<file path="src/rtl/fetch_unit.sv">
// ---------------------------------------------------------------------------
// fetch_unit
//
// Instruction fetch and sequencing unit for the 9-bit single-cycle core.
// Owns the program counter, the page register and the IDLE/RUN/DONE
// execution state. It addresses a synchronous instruction ROM (data returns
// one cycle after the address) and hands each fetched instruction, with its
// init qualifier, to the decode/control block. The control block's branch
// and page decisions for the current instruction are folded into the next
// PC and page in the same cycle, so fetch runs at one instruction per cycle
// with no bubble on taken branches.
//
// Ports:
//   clk            in   1       sole clock, rising edge
//   reset          in   1       synchronous active-high reset
//   start          in   1       begin execution from PC_START (IDLE/DONE only)
//   imem_addr      out  PC_W    ROM read address (combinational next PC)
//   imem_rdata     in   9       ROM data, valid one cycle after imem_addr
//   instruction    out  9       instruction to control block (0 outside RUN)
//   ctrl_init      out  1       1 = no instruction to execute this cycle
//   branch         in   1       control block branch request
//   branch_taken   in   1       datapath branch condition
//   branch_target  in   PC_W    absolute branch destination
//   increment_page in   1       page +1 (saturating)
//   decrement_page in   1       page -1 (saturating)
//   pc             out  PC_W    current PC
//   page           out  PAGE_W  current page
//   done           out  1       program halted
//   retired        out  CNT_W   executed-instruction count (saturating)
// ---------------------------------------------------------------------------
module fetch_unit #(
    parameter int unsigned     PC_W       = 10,
    parameter int unsigned     PAGE_W     = 2,
    parameter logic [PC_W-1:0] PC_START   = '0,
    parameter logic [8:0]      HALT_INSTR = 9'h1FF,
    parameter int unsigned     CNT_W      = 16
) (
    input  logic              clk,
    input  logic              reset,
    input  logic              start,
    output logic [PC_W-1:0]   imem_addr,
    input  logic [8:0]        imem_rdata,
    output logic [8:0]        instruction,
    output logic              ctrl_init,
    input  logic              branch,
    input  logic              branch_taken,
    input  logic [PC_W-1:0]   branch_target,
    input  logic              increment_page,
    input  logic              decrement_page,
    output logic [PC_W-1:0]   pc,
    output logic [PAGE_W-1:0] page,
    output logic              done,
    output logic [CNT_W-1:0]  retired
);

    typedef enum logic [1:0] {
        ST_IDLE = 2'd0,
        ST_RUN  = 2'd1,
        ST_DONE = 2'd2
    } state_t;

    localparam logic [PAGE_W-1:0] PAGE_MAX = {PAGE_W{1'b1}};
    localparam logic [CNT_W-1:0]  CNT_MAX  = {CNT_W{1'b1}};

    state_t              state_r;
    state_t              state_next_s;

    logic [PC_W-1:0]     pc_r;
    logic [PC_W-1:0]     pc_next_s;
    logic [PC_W-1:0]     pc_seq_s;
    logic [PAGE_W-1:0]   page_r;
    logic [PAGE_W-1:0]   page_next_s;
    logic [CNT_W-1:0]    retired_r;
    logic [CNT_W-1:0]    retired_next_s;
    logic                done_r;
    logic                done_next_s;

    logic                in_run_s;
    logic                is_halt_s;
    logic                exec_s;
    logic                launch_s;
    logic                branch_go_s;

    logic [PC_W-1:0]     imem_addr_s;
    logic [8:0]          instruction_s;
    logic                ctrl_init_s;

    // Saturating page step: +1 / -1 only when exactly one command is active.
    function automatic logic [PAGE_W-1:0] page_step(
        input logic [PAGE_W-1:0] cur,
        input logic              inc,
        input logic              dec
    );
        logic [PAGE_W-1:0] res;
        res = cur;
        if (inc && !dec && (cur != PAGE_MAX)) begin
            res = cur + {{(PAGE_W-1){1'b0}}, 1'b1};
        end else if (dec && !inc && (cur != {PAGE_W{1'b0}})) begin
            res = cur - {{(PAGE_W-1){1'b0}}, 1'b1};
        end else begin
            res = cur;
        end
        return res;
    endfunction

    // Saturating retired-instruction count increment.
    function automatic logic [CNT_W-1:0] cnt_step(input logic [CNT_W-1:0] cur);
        logic [CNT_W-1:0] res;
        if (cur != CNT_MAX) begin
            res = cur + {{(CNT_W-1){1'b0}}, 1'b1};
        end else begin
            res = cur;
        end
        return res;
    endfunction

    // Execution qualifiers shared by the next-state, datapath and output logic.
    always_comb begin
        in_run_s    = (state_r == ST_RUN);
        // A halt word only counts while actually running; outside RUN the ROM
        // output is stale and must not be decoded.
        is_halt_s   = in_run_s && (imem_rdata == HALT_INSTR);
        exec_s      = in_run_s && !is_halt_s;
        launch_s    = start && ((state_r == ST_IDLE) || (state_r == ST_DONE));
        branch_go_s = exec_s && branch && branch_taken;
    end

    // State register.
    always_ff @(posedge clk) begin
        if (reset) begin
            state_r <= ST_IDLE;
        end else begin
            state_r <= state_next_s;
        end
    end

    // Next-state logic.
    always_comb begin
        state_next_s = state_r;
        case (state_r)
            ST_IDLE: begin
                if (start) begin
                    state_next_s = ST_RUN;
                end else begin
                    state_next_s = ST_IDLE;
                end
            end
            ST_RUN: begin
                if (is_halt_s) begin
                    state_next_s = ST_DONE;
                end else begin
                    state_next_s = ST_RUN;
                end
            end
            ST_DONE: begin
                if (start) begin
                    state_next_s = ST_RUN;
                end else begin
                    state_next_s = ST_DONE;
                end
            end
            default: begin
                state_next_s = ST_IDLE;
            end
        endcase
    end

    // Next PC / page / count / done. The halt cycle behaves like a held cycle:
    // no branch, no page change and no retirement.
    always_comb begin
        pc_seq_s       = pc_r + {{(PC_W-1){1'b0}}, 1'b1};
        pc_next_s      = pc_r;
        page_next_s    = page_r;
        retired_next_s = retired_r;
        done_next_s    = done_r;
        if (launch_s) begin
            pc_next_s      = PC_START;
            page_next_s    = {PAGE_W{1'b0}};
            retired_next_s = {CNT_W{1'b0}};
            done_next_s    = 1'b0;
        end else if (exec_s) begin
            if (branch_go_s) begin
                pc_next_s = branch_target;
            end else begin
                pc_next_s = pc_seq_s;
            end
            page_next_s    = page_step(page_r, increment_page, decrement_page);
            retired_next_s = cnt_step(retired_r);
            done_next_s    = done_r;
        end else if (is_halt_s) begin
            pc_next_s      = pc_r;
            page_next_s    = page_r;
            retired_next_s = retired_r;
            done_next_s    = 1'b1;
        end else begin
            pc_next_s      = pc_r;
            page_next_s    = page_r;
            retired_next_s = retired_r;
            done_next_s    = done_r;
        end
    end

    // Architectural registers.
    always_ff @(posedge clk) begin
        if (reset) begin
            pc_r      <= PC_START;
            page_r    <= {PAGE_W{1'b0}};
            retired_r <= {CNT_W{1'b0}};
            done_r    <= 1'b0;
        end else begin
            pc_r      <= pc_next_s;
            page_r    <= page_next_s;
            retired_r <= retired_next_s;
            done_r    <= done_next_s;
        end
    end

    // Output logic. The ROM is addressed with the next PC so its registered
    // data lines up with pc in the following cycle; outside RUN it is parked
    // on PC_START so a start from IDLE or DONE finds ROM[PC_START] ready.
    always_comb begin
        imem_addr_s   = PC_START;
        instruction_s = 9'd0;
        ctrl_init_s   = 1'b1;
        case (state_r)
            ST_RUN: begin
                imem_addr_s   = pc_next_s;
                instruction_s = imem_rdata;
                ctrl_init_s   = is_halt_s;
            end
            ST_IDLE, ST_DONE: begin
                imem_addr_s   = PC_START;
                instruction_s = 9'd0;
                ctrl_init_s   = 1'b1;
            end
            default: begin
                imem_addr_s   = PC_START;
                instruction_s = 9'd0;
                ctrl_init_s   = 1'b1;
            end
        endcase
    end

    assign imem_addr   = imem_addr_s;
    assign instruction = instruction_s;
    assign ctrl_init   = ctrl_init_s;
    assign pc          = pc_r;
    assign page        = page_r;
    assign done        = done_r;
    assign retired     = retired_r;

endmodule
</file>
<file path="config.mk">
export PLATFORM = sky130hd
export DESIGN_NAME = fetch_unit
export DESIGN_NICKNAME = d
export VERILOG_FILES = /design/src/rtl/fetch_unit.sv
export SDC_FILE = /design/constraint.sdc
export NUM_CORES = 1
export LEC_CHECK = 0
export CAP_MARGIN = 20
export CORE_ASPECT_RATIO = 0.6
export CORE_UTILIZATION = 40
export DETAILED_ROUTE_END_ITERATION = 8
export GPL_ROUTABILITY_DRIVEN = 0
export PLACE_DENSITY = 0.87
export REMOVE_ABC_BUFFERS = 1
export SLEW_MARGIN = 20
export SYNTH_ARGS = -nofsm -noshare
export SYNTH_HDL_FRONTEND = slang
export SYNTH_SLANG_ARGS = --single-unit
</file>
<file path="constraint.sdc">
create_clock -name clk -period 1.97 [get_ports clk]
set_clock_uncertainty 0.05 [all_clocks]
set_input_delay 0.394 -clock clk [delete_from_list [all_inputs] [get_ports clk]]
set_output_delay 0.394 -clock clk [all_outputs]
set_load 0.01 [all_outputs]
</file>
==> results of run 1 <==
==> area by class of cell <==
type | instances | area (um^2)
Tap cell | 63 | 78.8
Clock inverter | 2 | 12.5
Timing Repair Buffer | 161 | 1490
Fill cell | 235 | 761
Sequential cell | 31 | 632
Clock buffer | 6 | 72.6
Inverter | 4 | 22.5
Multi-Input combinational cell | 202 | 1570
==> layer usage <==
metal  vias to the layer above  wire length (um)
met5                         -                 0
met4                         0               723
met1                      1445              3870
met3                        85              1090
li1                       1256                 -
met2                       269              4750
==> timing repair <==
item / 4_1_cts / 5_1_grt
setup endpoints to repair: 40 / 35
cloned: 0 / 3
buffers inserted: 17 / 13
resized for setup: 141 / 67
pin swaps: 43 / 31
==> cells in the mapped netlist, types with 4 or more instances <==
| cell type | instances |
|---|---|
| a21oi_1 | 32 |
| and2_1 | 13 |
| buf_2 | 5 |
| clkbuf_1 | 9 |
| dfxtp_1 | 31 |
| mux2i_1 | 5 |
| nand2_1 | 24 |
| nand3_1 | 21 |
| nor2_1 | 11 |
| nor2b_1 | 6 |
| nor4_1 | 5 |
| o21ai_0 | 6 |
| o31ai_1 | 13 |
| or3_1 | 4 |
| or4_1 | 13 |
==> cell families (layout without fill, tap and decap cells) <==
group | count (synthesis) | in the layout | share of synthesized area (%)
multiplexers | 5 | 5 | 2.54
flip-flops | 31 | 31 | 31.6
XOR/XNOR | 3 | 3 | 1.34
adder cells (fa/ha/maj) | 2 | 2 | 1.27
buffers and inverters | 21 | 173 | 4.71
AO/OA/AOI/OAI | 73 | 73 | 23.9
AND/OR/NAND/NOR | 119 | 119 | 34.7
==> registers in the layout, indices dropped and copies added (netlist names) <==
signal	count
retired	16
page	2
state_r	2
pc	10
done	1
==> through the flow <==
stage | setup WS (ns) | area [um^2] | instances
after CTS | -0.241 | 3470 | 454
after floorplan | -0.598 | 1890 | 237
after detailed placement | -0.926 | 3130 | 429
final | -0.357 | 3870 | 469
after global placement | -0.911 | 3130 | 429
after global routing | -0.353 | 3870 | 469
==> how the worst max path moves through the flow <==
stage / startpoint / depth (start not counted) / endpoint / slack (ns)
2_1_floorplan: retired[0]$_SDFFE_PP0P_ / 5 / retired[11]$_SDFFE_PP0P_ / -0.60
3_3_place_gp: imem_rdata[3] / 7 / imem_addr[2] / -0.91
3_5_place_dp: imem_rdata[4] / 7 / imem_addr[6] / -0.93
4_1_cts: state_r[1]$_SDFF_PP0_ / 8 / imem_addr[3] / -0.24
5_1_grt: state_r[1]$_SDFF_PP0_ / 8 / imem_addr[3] / -0.35
6_report: state_r[1]$_SDFF_PP0_ / 8 / imem_addr[3] / -0.36
==> worst max-delay path: stages, from the launching register on <==
cell	delay, ns
dfxtp_2	0.32
and2b_2	0.25
o41a_4	0.21
buf_6	0.13
inv_8	0.04
buf_6	0.11
a211o_1	0.27
nand2_1	0.10
buf_2	0.16
==> power by group <==
group,switching [W],internal (W)
clock network,0.000266,0.000247
registers,0.0000105,0.000638
logic,0.000242,0.000273
total,0.000518,0.00116
==> run summary, run 1 <==
The run finished, with violations left. The final reports fail on setup timing. Residual DRC count: 0. The initial antenna violation count is 0. In this run the most critical hold path is launched from retired[13]$_SDFFE_PP0P_.

Measured against its own limit, the worst slew margin works out to 63.0%. In this run the tool buffered the top-level ports with 74 buffer cells. The area share of the largest cell type after synthesis came out at 31.6%. The slew of the pin with the lowest slew margin came out at 0.551 ns. For the number of buffers between clock root and the deepest sink, the log shows 2.

The minimum clock period is 2.33 ns, and the final worst hold slack is 0.493 ns. The run gives -3.90 ns as the sum of negative setup slack. Overflow left after global routing: 0. The number of H-tree levels is 2, and the share of the clock period used by the worst path is 118%. Counting every sink on the clock net gives 31. Leaving out fill and tap cells, the most frequent cells in the layout are 66 x buf_4, 41 x clkdlybuf4s50_1, 22 x dfxtp_1, 19 x nand2_1, 18 x buf_6.

The number of design-rule violations left by the first detailed-router iteration is 393. Wires add up to 10400 um. The tools report the number of top-level pins as 75. The core area was 0.00464 mm^2.

The remaining antenna violation count is 0. The category of the worst setup path capture point is a primary output. After synthesis the cells add up to 0.00197 mm^2.

Data on the critical path is required at its endpoint by 1.53 ns. Once the floorplan was initialized, standard cells occupied 42.4% of the core. In this run the vertical extent of the chip is 56.3 um. The async set-or-reset flop fraction in the synthesized netlist is 0%. In this run the critical register-to-register path is captured at retired[2]$_SDFFE_PP0P_. After synthesis, flip-flops and latches occupy 31.6% of the total area. For the worst flop-to-flop path, the logic depth is 10. STA puts the critical path data arrival time at 1.88 ns.

The first detailed-routing pass took 6 iterations. Primary flip-flop cell chosen by synthesis mapping: dfxtp_1. The tools report the count of max-cap constraint violations as 0. After clock tree synthesis, the clock-pin slew on the worst setup and hold paths is 0.07 ns. The worst-skew pair later-pin latency is 0.29 ns.

The run gives 0 as the count of hold-fix buffers inserted at cts. The Yosys step of the flow raised 0 warnings. The global-route layer with the greatest usage was met2.

The die area is 0.00521 mm^2. TritonCTS built the clock tree. The total power after layout was 0.00168 W; the routing usage on met3 was 7.86%.

In the routed layout, each cell is associated on average with a via count of 6.51. The final route contains 3055 vias. The analysis attributes to cell leakage a power of 1.62 nW.

The run gives 50 as the count of cell types in the netlist. Global routing consumed, on the met1 layer, 42.4% of the routing resources. The core utilization of the finished layout was 83.6%; the synthesis-stage register bit count was 31.

Dividing the detail-routed wire length by the instance count gives 22.2 um. Row generation in the floorplan step produced 19 rows. Detailed placement ended at an HPWL of 5360 um. IR analysis of the VDD net gives a maximum drop of 470 uV.

The worst setup path is launched from a flip-flop. Launch point of the worst reg-to-reg path: state_r[1]$_SDFF_PP0_. The mean area per synthesized cell was 7.74 um^2. The horizontal die dimension is 92.5 um, and the maximum number of pins on one net before global-route repair is 24. The worst hold path terminates at retired[13]$_SDFFE_PP0P_. The number of clock buffers added by TritonCTS is 5.

The tools report the number of hold-slack violations in the final timing report as 0. In the synthesized netlist, the number of instances is 254. Via count of the first global-routing pass: 2655. The worst hold path belongs to the class flip-flop to flip-flop.

The fraction of layout cells with a size suffix above 1 was 47.5%; the worst setup slack for register-to-register paths was -0.24 ns. The critical path is of the flip-flop to primary output type. The maximum fanout along the worst path was 6; the global-route met2 utilization was 54.6%.

The synthesized design contains 0 enable-type register cells. After synthesis, the cell types taking the most area are dfxtp_1 32%, a21oi_1 8.1%, nand3_1 5.3%, o31ai_1 5.0%, or4_1 5.0%. The max-slew violation count was 0; the post-route worst setup slack was -0.357 ns.

Dividing total power by cell area gives a power density of 432 mW/mm^2. The area added between synthesis and finish works out to 97.0%. The repair_antennas step left the layout with diodes totalling 0. The biggest area contributor in the post-synthesis netlist is dfxtp_1. In this run the clock root is driven by a clkbuf_8.

Setup repair after global routing could not meet its margin everywhere. The peak clock frequency supported by timing is 430 MHz, and the total track usage is 33.4%. The most frequent standard cell in the layout excluding fill and tap cells was buf_4. The tools report the final layout net count as 433. The first global-routing pass estimated 13400 um of wire. Count of endpoints failing setup in the final report: 26. Counting instances, the worst hold path has a depth of 2.
Power figures use the tool's default switching activity.
==> run 2, diff against run 1 <==
CORE_UTILIZATION = 41   (was 40)
CTS_BUF_LIST = sky130_fd_sc_hd__clkbuf_8   (was unset)
PLACE_DENSITY = 0.88   (was 0.87)
==> run 2 against run 1 <==
Against the previous run:
- the flow still finishes with violations (setup timing)
- highest routed layer unchanged
- non-clock buffer count down 9
- register-to-register slack improved by 0.14 ns
- setup slack improved by 0.12 ns
- utilization fell by 6.0 points
- sequential power is essentially flat
- critical path depth down 2
- sequential share of layout area grew 1.5 points
- combinational power fell by 18%
- wire length shrank 11%
- global-route usage shrank 1.4 points
- hold slack got worse by 0.046 ns
- count of clock-buffer cells in the layout is 1 higher
- critical path type unchanged
==> run summary, run 2 (synthesized netlist as in run 1, its figures left out) <==
The checks that failed: setup timing. For this run, the total global-route usage over all layers was measured as 32.0%. The HPWL reported at the end of detailed placement was 5060 um; the die height was 55.7 um. The register with the most flip-flops in the layout has 16 of them.

Once the floorplan was initialized, standard cells occupied 42.9% of the core. The count of hold-fix buffers inserted at cts was 0; the count of endpoints failing setup in the final report was 13. The logs give 0 for the number of hold-slack violations in the final timing report and 454 MHz for the peak clock frequency supported by timing. For this run, the number of standard cells in the final layout without fillers is 460. The final layout net count is 424, and the number of input and output port buffers inserted is 74. TritonCTS built the clock tree.

The cell at the root of the clock tree is clkbuf_8. Final worst hold slack: 0.447 ns. The flow ran to the end, but the final reports show violations.

The total vias in the final route came out at 2983. Number of H-tree levels: 2. The logs give 19 for the number of placement rows and 2 for the number of buffers between clock root and the deepest sink. For this run, design rule violations remaining after detail routing come to 0. Subtracting the final worst setup slack from the clock period gives 2.20 ns. Counting stages on the worst path, the most repeated cell is a21oi_1. The endpoint of the most critical setup path is imem_addr[8]. The endpoint of the lowest-slack register-to-register path is pc[8]$_SDFF_PP0_. The overflow left after global routing is 0. The total power after layout is 0.00164 W, and the count of cells along the worst register-to-register path is 10. The share of the clock period used by the worst path is 112%. Data arrives at the worst endpoint at 1.76 ns. Summed over all cells, the static leakage comes to 1.39 nW. Most frequent standard cell in the layout excluding fill and tap cells: buf_4. The power per cell area was 462 mW/mm^2. For this design, the slowest cell found on the critical path is dfxtp_4.

The critical path goes through ha_4 > and3_4 > a21oi_1 > o31ai_2 > a21oi_1 > buf_2. For this design, the sink count on the clock tree is 31. Vias per cell: 6.48. In this run the critical register-to-register path is launched from pc[1]$_SDFF_PP0_. STA classifies the critical path startpoint as a flip-flop. The number of antenna diodes in the final layout is 0. The delay of the slowest cell on the worst path was 0.37 ns.

Slew of the pin with the lowest slew margin: 0.649 ns. TritonCTS created 5 clock buffers. The count of nets left with antenna violations once routing finished came out at 0. Wires add up to 9330 um. STA classifies the critical path endpoint as a primary output. The max-slew violation count is 0. The die is 91.4 um wide.

Area added between synthesis and finish: 81.1%. The post-route worst setup slack was -0.235 ns. Initial antenna violation count: 0. For the number of design-rule violations left by the first detailed-router iteration, the log shows 425.

The critical path data required time came out at 1.53 ns. The floorplan step defined a core boundary enclosing 0.00459 mm^2. The number of detailed-routing iterations run before antenna repair is 5, and the fraction of layout cells with a size suffix above 1 is 41.8%. The via count of the first global-routing pass is 2690. The clock-pin transition on the worst setup and hold timing paths works out to 0.07 ns. Entering global routing, the biggest net connects 30 pins.

Setup repair after global routing could not meet its margin everywhere. Max-cap violations in this run came to 0. The die area is 0.00509 mm^2, and the global-route wire length before repair is 12800 um.

The worst setup path is of the flip-flop to primary output kind. VDD sags by at most 361 uV. The logs give -0.10 ns for the worst setup slack for register-to-register paths and 56.4% for the worst slew margin relative to its limit. Clock latency on the worst-skew pair, taken at its later pin, is 0.30 ns.

The tightest min-delay check is of the flip-flop to flip-flop type. Including well taps, the total number of placed cells is 427. The maximum fanout along the worst path came out at 4.

The layout has 259 filler cells. The library cells used most frequently in the layout, excluding fill and tap cells, are 65 x buf_4, 42 x clkdlybuf4s50_1, 27 x a21oi_1, 25 x dfxtp_1, 20 x nand2_1. The run gives 75 as the number of top-level pins. Tracing the worst setup path back leads to its startpoint at pc[1]$_SDFF_PP0_. The final routed wire length divided by cell count came out at 20.3 um.
[run 2: changes by cell type in the layout (fill, tap and decap cells not counted), sizes merged]
cell	delta
buf	-5
clkbuf	+7
clkdlybuf4s15	-1
clkdlybuf4s50	+1
clkinv	-1
clkinvlp	-1
dlymetal6s2s	-10
inv	+1
[run 2: cell type report]
class | count | area, um^2 | area share (%)
clock inverter | 1 | 3.75 | 0.105
inverter | 4 | 20.0 | 0.562
clock buffer | 7 | 96.3 | 2.70
sequential | 31 | 633 | 17.8
multi-input combinational | 202 | 1470 | 41.1
tap | 63 | 78.8 | 2.21
timing repair buffer | 152 | 1260 | 35.5
[run 2: metrics by stage]
step           utilization (%)  TNS [ns]  setup WS [ns]  cell area [um^2]
5_1_grt                   77.6     -2.64         -0.357              3560
3_5_place_dp              68.1    -17.14         -0.910              3130
3_3_place_gp              68.1    -16.36         -0.896              3130
2_1_floorplan                -     -7.62         -0.598              1890
4_1_cts                   74.9     -1.40         -0.186              3430
6_report                  77.6     -1.77         -0.235              3560
[run 2: critical path, delay by kind of cell, from the launching register on]
kind            cells  cell delay [ns]
compound gates      3             0.54
flops               1             0.37
simple gates        1             0.23
fa+ha+maj           1             0.16
buf+inv             1             0.15
[run 2: worst min-delay path by stage]
stage / from / to / slack (ns) / cells past startpoint
CTS: done$_SDFFE_PP0P_ / done$_SDFFE_PP0P_ / 0.44 / 2
detailed placement: done$_SDFFE_PP0P_ / done$_SDFFE_PP0P_ / 0.42 / 2
finish: done$_SDFFE_PP0P_ / done$_SDFFE_PP0P_ / 0.45 / 2
global route: page[0]$_SDFFE_PP0P_ / page[1]$_SDFFE_PP0P_ / 0.49 / 2
global placement: done$_SDFFE_PP0P_ / done$_SDFFE_PP0P_ / 0.41 / 2
floorplan: reset / pc[0]$_SDFF_PP0_ / 0.41 / 1
[run 2: what timing repair did]
action / CTS / global route
buffers inserted: 19 / 7
gates cloned: 0 / 0
pin swaps: 29 / 21
gates resized for setup: 138 / 48
setup endpoints to repair: 36 / 23
[run 2: power breakdown]
part	internal [W]	total, W	switching (W)
Sequential	0.000636	0.000648	0.0000116
Clock	0.000314	0.000576	0.000262
Combinational	0.000208	0.000421	0.000212
Total	0.00116	0.00164	0.000486
[run 2: routing by layer]
| layer | vias to the layer above | track usage (%) | part of all wire, % |
|---|---|---|---|
| met2 | 308 | 51.1 | 44 |
| met5 | - | 2.08 | 0 |
| li1 | 1246 | - | - |
| met3 | 66 | 8.33 | 13 |
| met1 | 1363 | 39.7 | 37 |
| met4 | 0 | 17.2 | 5.6 |
